**src/rtl/usb_tx_sched_pkg.sv**
```systemverilog
// Shared definitions for the USB transmit scheduler: state encodings,
// parameter defaults and the counter-width helper.
package usb_tx_sched_pkg;

  typedef enum logic [2:0] {
    ST_IDLE  = 3'd0,
    ST_TOKEN = 3'd1,
    ST_DATA  = 3'd2,
    ST_FLUSH = 3'd3,
    ST_GAP   = 3'd4
  } state_e;

  localparam int IPG_CYCLES_DEF     = 8;
  localparam int TIMEOUT_CYCLES_DEF = 1024;
  localparam int TOK_BURST_DEF      = 4;

  // Bits needed to hold 0..n; a zero-sized counter still gets one bit.
  function automatic int cnt_w(input int n);
    return (n > 0) ? $clog2(n + 1) : 1;
  endfunction

endpackage

```
**src/rtl/usb_tx_timer.sv**
```systemverilog
// Loadable saturating counter (up or down) with a terminal-count flag.
// Used for the inter-packet gap and the DATA watchdog.
module usb_tx_timer #(
  parameter int W      = 4,
  parameter bit UP     = 1'b0,
  parameter int TC_VAL = 0
) (
  input  logic         i_control_t_clk,
  input  logic         i_control_t_rst_n,
  input  logic         load_i,
  input  logic [W-1:0] load_val_i,
  input  logic         en_i,
  output logic         tc_o
);

  logic [W-1:0] cnt_q, cnt_d;

  always_comb begin
    cnt_d = cnt_q;
    if (load_i) begin
      cnt_d = load_val_i;
    end else if (en_i) begin
      if (UP) begin
        if (cnt_q != {W{1'b1}}) cnt_d = cnt_q + W'(1);
      end else begin
        if (cnt_q != '0) cnt_d = cnt_q - W'(1);
      end
    end
  end

  always_ff @(posedge i_control_t_clk or negedge i_control_t_rst_n) begin
    if (!i_control_t_rst_n) cnt_q <= '0;
    else                    cnt_q <= cnt_d;
  end

  assign tc_o = (cnt_q == W'(TC_VAL));

endmodule

```
**src/rtl/usb_tx_sched.sv**
```systemverilog
// Transmit scheduler: arbitrates token vs data sources, sequences each packet
// through grant, completion, optional flush and inter-packet gap.
module usb_tx_sched
  import usb_tx_sched_pkg::*;
#(
  parameter int IPG_CYCLES     = IPG_CYCLES_DEF,
  parameter int TIMEOUT_CYCLES = TIMEOUT_CYCLES_DEF,
  parameter int TOK_BURST      = TOK_BURST_DEF
) (
  input  logic       i_control_t_clk,
  input  logic       i_control_t_rst_n,
  input  logic       i_to_req,
  input  logic       i_lt_req,
  input  logic       i_to_valid,
  input  logic       i_to_eop,
  input  logic       i_lt_valid,
  input  logic       i_lp_ready,
  input  logic       i_lt_cancle,
  input  logic       i_lp_eop_en,
  output logic       o_tx_data_on,
  output logic       o_to_grant,
  output logic       o_lt_grant,
  output logic       o_busy,
  output logic [2:0] o_state,
  output logic       o_timeout,
  output logic       o_abort
);

  localparam int GAP_W = cnt_w(IPG_CYCLES);
  localparam int WD_W  = cnt_w(TIMEOUT_CYCLES);
  localparam int BST_W = cnt_w(TOK_BURST);
  localparam logic [GAP_W-1:0] GAP_LOAD = (IPG_CYCLES > 0) ? GAP_W'(IPG_CYCLES - 1) : '0;
  localparam logic [BST_W-1:0] BST_MAX  = BST_W'(TOK_BURST);
  // With no gap configured, packet completion returns straight to IDLE.
  localparam state_e DONE_ST = (IPG_CYCLES > 0) ? ST_GAP : ST_IDLE;

  state_e           state_q, state_d;
  logic [BST_W-1:0] burst_q, burst_d;
  logic             gap_tc, wd_tc, wd_fire, beat;
  logic             data_on_d, to_grant_d, lt_grant_d, busy_d, timeout_d, abort_d;
  logic             data_on_q, to_grant_q, lt_grant_q, busy_q, timeout_q, abort_q;

  assign beat = i_lt_valid & i_lp_ready;

  always_ff @(posedge i_control_t_clk or negedge i_control_t_rst_n) begin
    if (!i_control_t_rst_n) state_q <= ST_IDLE;
    else                    state_q <= state_d;
  end

  always_comb begin
    state_d = state_q;
    wd_fire = 1'b0;
    case (state_q)
      ST_IDLE: begin
        // Starvation guard: a full token burst hands the next slot to data.
        if (i_to_req && !(i_lt_req && burst_q == BST_MAX)) state_d = ST_TOKEN;
        else if (i_lt_req)                                 state_d = ST_DATA;
      end
      ST_TOKEN: if (i_to_valid && i_to_eop) state_d = DONE_ST;
      ST_DATA: begin
        if (i_lt_cancle)      state_d = ST_FLUSH;
        else if (i_lp_eop_en) state_d = DONE_ST;
        else if (wd_tc) begin
          state_d = ST_FLUSH;
          wd_fire = 1'b1;
        end
      end
      ST_FLUSH: state_d = DONE_ST;
      ST_GAP:   if (gap_tc) state_d = ST_IDLE;
      default:  state_d = ST_IDLE;
    endcase
  end

  always_comb begin
    to_grant_d = (state_d == ST_TOKEN);
    lt_grant_d = (state_d == ST_DATA);
    data_on_d  = (state_d == ST_DATA) || (state_d == ST_FLUSH);
    busy_d     = (state_d != ST_IDLE);
    timeout_d  = wd_fire;
    abort_d    = (state_q == ST_DATA) && (state_d == ST_FLUSH);
  end

  always_ff @(posedge i_control_t_clk or negedge i_control_t_rst_n) begin
    if (!i_control_t_rst_n) begin
      data_on_q  <= 1'b0;
      to_grant_q <= 1'b0;
      lt_grant_q <= 1'b0;
      busy_q     <= 1'b0;
      timeout_q  <= 1'b0;
      abort_q    <= 1'b0;
    end else begin
      data_on_q  <= data_on_d;
      to_grant_q <= to_grant_d;
      lt_grant_q <= lt_grant_d;
      busy_q     <= busy_d;
      timeout_q  <= timeout_d;
      abort_q    <= abort_d;
    end
  end

  always_comb begin
    burst_d = burst_q;
    if (state_q == ST_IDLE && state_d == ST_TOKEN && i_lt_req && burst_q != BST_MAX)
      burst_d = burst_q + BST_W'(1);
    else if (state_q == ST_IDLE && state_d == ST_DATA)
      burst_d = '0;
  end

  always_ff @(posedge i_control_t_clk or negedge i_control_t_rst_n) begin
    if (!i_control_t_rst_n) burst_q <= '0;
    else                    burst_q <= burst_d;
  end

  usb_tx_timer #(.W(GAP_W), .UP(1'b0), .TC_VAL(0)) u_gap (
    .i_control_t_clk   (i_control_t_clk),
    .i_control_t_rst_n (i_control_t_rst_n),
    .load_i            ((state_d == ST_GAP) && (state_q != ST_GAP)),
    .load_val_i        (GAP_LOAD),
    .en_i              (state_q == ST_GAP),
    .tc_o              (gap_tc)
  );

  // Watchdog restarts on DATA entry and on every accepted beat.
  usb_tx_timer #(.W(WD_W), .UP(1'b1), .TC_VAL(TIMEOUT_CYCLES)) u_wdog (
    .i_control_t_clk   (i_control_t_clk),
    .i_control_t_rst_n (i_control_t_rst_n),
    .load_i            (((state_d == ST_DATA) && (state_q != ST_DATA)) ||
                        ((state_q == ST_DATA) && beat)),
    .load_val_i        ('0),
    .en_i              (state_q == ST_DATA),
    .tc_o              (wd_tc)
  );

  assign o_tx_data_on = data_on_q;
  assign o_to_grant   = to_grant_q;
  assign o_lt_grant   = lt_grant_q;
  assign o_busy       = busy_q;
  assign o_state      = state_q;
  assign o_timeout    = timeout_q;
  assign o_abort      = abort_q;

endmodule

```
**config.mk**
```make
export PLATFORM = sky130hd
export DESIGN_NAME = usb_tx_sched
export DESIGN_NICKNAME = d
export VERILOG_FILES = /design/src/rtl/usb_tx_sched_pkg.sv /design/src/rtl/usb_tx_timer.sv /design/src/rtl/usb_tx_sched.sv
export SDC_FILE = /design/constraint.sdc
export NUM_CORES = 1
export LEC_CHECK = 0
export CAP_MARGIN = 20
export CORE_AREA = 2 2 57 59
export CTS_CLUSTER_DIAMETER = 120
export CTS_CLUSTER_SIZE = 24
export DETAILED_ROUTE_END_ITERATION = 8
export DIE_AREA = 0 0 59 61
export GPL_TIMING_DRIVEN = 0
export PLACE_DENSITY_LB_ADDON = 0.1
export SLEW_MARGIN = 25
export SYNTH_ARGS = -nofsm -noshare
export SYNTH_HDL_FRONTEND = slang
export SYNTH_SLANG_ARGS = --single-unit
```
**constraint.sdc**
```tcl
create_clock -name i_control_t_clk -period 2.17 [get_ports i_control_t_clk]
set_input_delay 0.434 -clock i_control_t_clk [delete_from_list [all_inputs] [get_ports i_control_t_clk]]
set_output_delay 0.434 -clock i_control_t_clk [all_outputs]
set_load 0.02 [all_outputs]
```
* Yosys cells after proc, flatten, opt, wreduce, memory -nomap -nowiden
Index checks and enable logic that the tools add are counted.
Widths: inputs -> output; s select.
** Word-level totals
- Register bits :: 27
- Output and inout bits :: 9
- Word-level logic and storage cells :: 73
** Cells by class
- Add/subtract/negate cells :: 3
- Equal/unequal tests :: 14
- Multiplexer cells :: 20
- Bitwise operators :: 1
- Reductions and logical operators :: 25
** Operators with widths (count)
- $mux 11 :: 3
- $mux 3 :: 9
- $pmux 3 s5 :: 1
- $eq 3x2->1 const B :: 4
- $mux 4 :: 3
- $add 11x1->11 const B :: 1
- $eq 11x11->1 const B :: 1
- $logic_and 1x1->1 :: 11
- $ne 11x11->1 const B :: 1
- $reduce_bool 2->1 :: 5
- $eq 3x3->1 const B :: 3
- $eq 3x1->1 const B :: 2
- $ne 3x3->1 const B :: 2
- $logic_not 4->1 :: 1
- $mux 1 :: 4
- $reduce_and 2->1 :: 2
- $reduce_bool 4->1 :: 1
- $sub 4x1->4 const B :: 1
- $add 3x1->3 const B :: 1
- $logic_not 3->1 :: 1
- $ne 3x2->1 const B :: 1
- $reduce_bool 3->1 :: 1
- $logic_or 1x1->1 :: 2
- $and 1x1->1 :: 1
- $logic_not 1->1 :: 1

* Depth between registers and ports, before layout
- Depth after elaboration :: 11
- Gate-level depth with buffers :: 6
- Depth with buffers taken out :: 6

* Hierarchy
A second synthesis with hierarchy kept.
** Unflattened totals
- Cells, all modules :: 168
- Area, all modules :: 1609.0 um2
** Modules (own cells, without submodules)
- usb_tx_timer at u_wdog :: times used 1, cells each 76, area an instance 724.4 um2, seq. area each 275.3 um2
- usb_tx_sched :: times used 1, cells each 64, area an instance 636.9 um2, seq. area each 300.3 um2
- usb_tx_timer at u_gap :: times used 1, cells each 28, area an instance 247.7 um2, seq. area each 100.1 um2

* Worst setup path after synthesis
Ideal clock, no wire load.
- Path type :: reg2reg
- From :: reg u_wdog.cnt_q[0]
- To :: reg u_wdog.cnt_q[1]
- Arrival time :: 1.550 ns
- Setup slack :: 0.498 ns
- Cell stages (with the launch flop) :: 7
- Cell sequence :: dfrtp_1 ha_1 and3_4 and3_1 buf_6 a21o_2 a32o_2
** Between the ends
- Longest elaborated chain between the ends :: 10
- Elaborated cells on any way between the ends :: 16
** RTL lines
- start: declaration :: line usb_tx_timer.sv:16 : logic [W-1:0] cnt_q, cnt_d;
- start signal: assignment :: line usb_tx_timer.sv:33 : else cnt_q <= cnt_d;
- $eq 11x11->1 :: line usb_tx_timer.sv:36 : assign tc_o = (cnt_q == W'(TC_VAL));
- $mux 3 :: line usb_tx_sched.sv:63 : else if (wd_tc) begin
- $mux 3 :: line usb_tx_sched.sv:62 : else if (i_lp_eop_en) state_d = DONE_ST;
- $mux 3 :: line usb_tx_sched.sv:61 : if (i_lt_cancle) state_d = ST_FLUSH;
- $pmux 3 s5 :: line usb_tx_sched.sv:53 : case (state_q)
- $eq 3x2->1 :: line usb_tx_sched.sv:127 : .load_i (((state_d == ST_DATA) && (state_q != ST_DATA)) ||
- $logic_and 1x1->1 :: line usb_tx_sched.sv:127
- $logic_or 1x1->1 :: line usb_tx_sched.sv:127
- $reduce_bool 2->1 (no line)
- $reduce_and 2->1 (no line)
Parallel ways exist; a longest one is shown, timed or not. The select of a mux whose other input is x is not followed.
A chain may end at the register's enable or synchronous reset.

* Worst setup path in the final report
- From :: reg state_q[0] (netlist: o_state[0])
- To :: out o_state[0]
** RTL lines
- start: declaration :: line usb_tx_sched.sv:37 : state_e state_q, state_d;
- start signal: assignment :: line usb_tx_sched.sv:47 : else state_q <= state_d;
- end: declaration :: line usb_tx_sched.sv:24 : output logic [2:0] o_state,
No word-level cell between the ends.

==> flow_summary.rst <==
.. list-table::
   :header-rows: 1

   * - Metric
     - Value
   * - Routability-driven placement congestion ratio
     - 0.852
   * - Worst-case setup margin in the final layout
     - 178 ps
   * - Clock group share of total power
     - 0.126
   * - Worst reg-to-reg setup slack
     - 370 ps
   * - Routed wirelength normalized by instance count
     - 15.2 um
   * - Final period utilization
     - 0.918
   * - Number of antenna violations at the first check in global routing
     - 0
   * - Overall power consumption
     - 1.72 mW
   * - DIE AREA
     - 0.00360 mm^2
   * - Share of final-layout standard cells stronger than drive strength 1
     - 0.145
   * - Vertical die dimension
     - 61 um
   * - Leakage power summed over all cells
     - 0.841 nW
   * - Worst-Skew Late Latency
     - 320 ps
   * - Result of the run
     - finished clean
   * - Number of core rows
     - 20
   * - Worst-case headroom to the max-slew limit
     - 0.600
   * - Area leader, netlist
     - sky130_fd_sc_hd__dfrtp_1
   * - Type of the most critical hold path
     - input port to asynchronous set/reset pin
   * - Cell family with most CP delay
     - buffers and inverters
   * - Worst Path Arrival
     - 1560 ps
   * - Worst setup slack before clock tree synthesis
     - 178 ps
   * - CTS Buf Count
     - 3
   * - Port buffer count
     - 18
   * - Series of cell instances along the critical path
     - clkdlybuf4s50_1
   * - Top Ports
     - 19
   * - Commonest cells after routing, fill and taps aside
     - sky130_fd_sc_hd__dfrtp_1 (27), sky130_fd_sc_hd__nand2_1 (20), sky130_fd_sc_hd__clkdlybuf4s50_1 (17), sky130_fd_sc_hd__inv_1 (10)
   * - Peak supply drop
     - 0.659 mV
   * - Post-detailed-route count of antenna-violating nets
     - 0
   * - Clock tree from TritonCTS
     - built
   * - CTS root buf
     - sky130_fd_sc_hd__clkbuf_4
   * - CP max stage cell
     - sky130_fd_sc_hd__clkdlybuf4s50_1
   * - Upper clock frequency limit
     - 502 MHz
   * - Final routed DRC violation total
     - 0
   * - Count of routing violations after the opening detailed-route iteration
     - 53
   * - Horizontal extent of the die
     - 59 um
   * - Logic pwr share
     - 0.444
   * - Synth warn
     - 0
   * - Largest stage delay on the critical path
     - 670 ps
   * - Minimum clock period
     - 1990 ps
   * - Core Area
     - 0.00295 mm^2
   * - Via Count
     - 1250
   * - Maximum level of the CTS H-tree
     - 1
   * - Kind of launch point of the worst setup path
     - flop
   * - Net Switching
     - 0.682 mW
   * - Drt total wl
     - 3130 um
   * - Portion of synthesized cell area occupied by the leading cell type
     - 0.434
   * - Post-route clock skew
     - 3.34 ps
   * - Power Dens Cells
     - 957 mW/mm^2
   * - Synthesis-to-finish area growth
     - 15.7%
   * - # diodes
     - 0
   * - Unrepaired setup endpoints after global routing
     - false
   * - Starting density of the core
     - 0.527
   * - Number of synthesized register bits
     - 27
   * - Final Max Slew Viols
     - 0
   * - Critical Path RT
     - 1740 ps
   * - Clk buf depth
     - 2
   * - Net total in the final layout
     - 189
   * - Total congestion overflow after global routing
     - 0
   * - Crit-path max FO
     - 7
   * - Part of the Yosys area used for sequential elements
     - 0.434
   * - Number of global-route vias before repair
     - 1191
   * - Total track usage
     - 0.191
   * - Commonest non-fill, non-tap cell in the layout
     - sky130_fd_sc_hd__dfrtp_1
   * - Fin Setup TNS
     - 0 ps
   * - Worst slew pin tran
     - 600 ps
   * - Final hold violation count
     - 0
   * - Wire length of the first global-routing pass
     - 5290 um
   * - Area contributors post-synth
     - sky130_fd_sc_hd__dfrtp_1 (43%), sky130_fd_sc_hd__nand2_1 (4.8%), sky130_fd_sc_hd__ha_1 (4.0%)
   * - Crit path kind
     - flop to output port
   * - Critical path capture point type
     - output port
   * - Clock transition at the registers of the reported paths
     - 150 ps
   * - Vias per cell
     - 6.07
   * - Critical path buffers and inverters
     - 1
   * - Internal portion of total power
     - 1.04 mW
   * - Part of the total power dissipated in sequential elements
     - 0.429
   * - Synthesized instance count
     - 151
   * - Sinks on Clock Net
     - 27
   * - Largest net degree at the start of global routing
     - 28
   * - Post-cts resize count
     - 0
   * - Total half-perimeter wirelength after legalization and detailed placement
     - 2300 um
   * - 1st-pass router iterations
     - 4
   * - Number of maximum-capacitance violations
     - 0
   * - Final Setup Violations
     - 0
   * - Mapped cell area
     - 0.00156 mm^2
   * - Number of different library cells in the post-synthesis netlist
     - 51
   * - Hold Worst Slack
     - 92.3 ps
   * - Net switching fraction of the power
     - 0.396
   * - Post-Syn Nets
     - 166
   * - Setup bufs post-CTS
     - 0
   * - Syn avg cell area
     - 10.3 um^2
   * - Count of hold buffers inserted by post-cts repair
     - 0
[Yosys cell counts, drive strengths merged]
master  instances
dfrtp          27
nand2          20
inv            10
o21ai           7
and3            6
nand3           6
a211oi          5
a21o            5
a21oi           5
ha              5
nor2            5
a31oi           4
nor3b           4
and2            3
buf             3
nand4           3
nor3            3
nor4b           3
o211ai          3
a22oi           2
and4            2
nand3b          2
nor4            2
xnor2           2
a2111o          1
a211o           1
a21boi          1
a311oi          1
a31o            1
a32o            1
a41oi           1
nand2b          1
nand4b          1
o221a           1
o221ai          1
o31ai           1
or2             1
or3b            1
[cell type report]
class	instances	area [um^2]
Clock buffer	3	22.5
Clock inverter	1	5.00
Buffer	3	33.8
Fill cell	281	1150
Inverter	10	37.5
Timing Repair Buffer	18	175
Multi-Input combinational cell	111	810
Sequential cell	27	676
Tap cell	33	41.3
[cells by family after synthesis]
group / count (synthesis) / synth area share
DFF: 27 / 0.434
adders and majority gates: 5 / 0.0402
buffers and inverters: 13 / 0.0458
AOI/OAI and AO/OA: 41 / 0.210
xor gates and xnor gates: 2 / 0.0113
and+or+nand+nor: 63 / 0.259
[through the flow]
step | cells | util | instance area [um^2]
floorplan | 151 | - | 1560
global placement | 202 | 0.602 | 1780
detailed placement | 202 | 0.600 | 1770
CTS | 206 | 0.610 | 1800
global route | 206 | 0.610 | 1800
finish | 206 | 0.610 | 1800
[power groups by stage]
stage / Sequential (mW) / Combinational (mW) / Clock, mW
finish: 0.740 / 0.766 / 0.218
global route: 0.758 / 0.857 / 0.249
CTS: 0.740 / 0.774 / 0.232
floorplan: 0.803 / 0.453 / 0
global placement: 0.743 / 0.759 / 0
detailed placement: 0.751 / 0.771 / 0
[metal layers]
layer / track usage / share of wire / wire, um
met1: 0.264 / 0.47 / 1480
met2: 0.310 / 0.48 / 1490
met3: 0.0213 / 0.037 / 117
met4: 0.0747 / 0.012 / 39
met5: 0 / 0 / 0
[sequential cells by signal, summed over array words and instances, names as in the netlist]
name and cells:
o_abort 1, o_state 3, o_busy 1, o_to_grant 1, u_gap.cnt_q 4, o_tx_data_on 1, burst_q 3, o_lt_grant 1
u_wdog.cnt_q 11, o_timeout 1
[path summary, 6_finish.rpt]
kind	startpoint	to	cells past startpoint
min in group i_control_t_clk	u_gap.cnt_q[1]	u_gap.cnt_q[1]	2
max reg2reg	u_wdog.cnt_q[0]	u_wdog.cnt_q[1]	6
min	i_control_t_rst_n	u_wdog.cnt_q[6]	1
min reg2reg	u_gap.cnt_q[1]	u_gap.cnt_q[1]	2
max	o_state[0]	o_state[0]	1
max in group asynchronous	i_control_t_rst_n	u_wdog.cnt_q[3]	1
(Power assumes the default switching activity.)
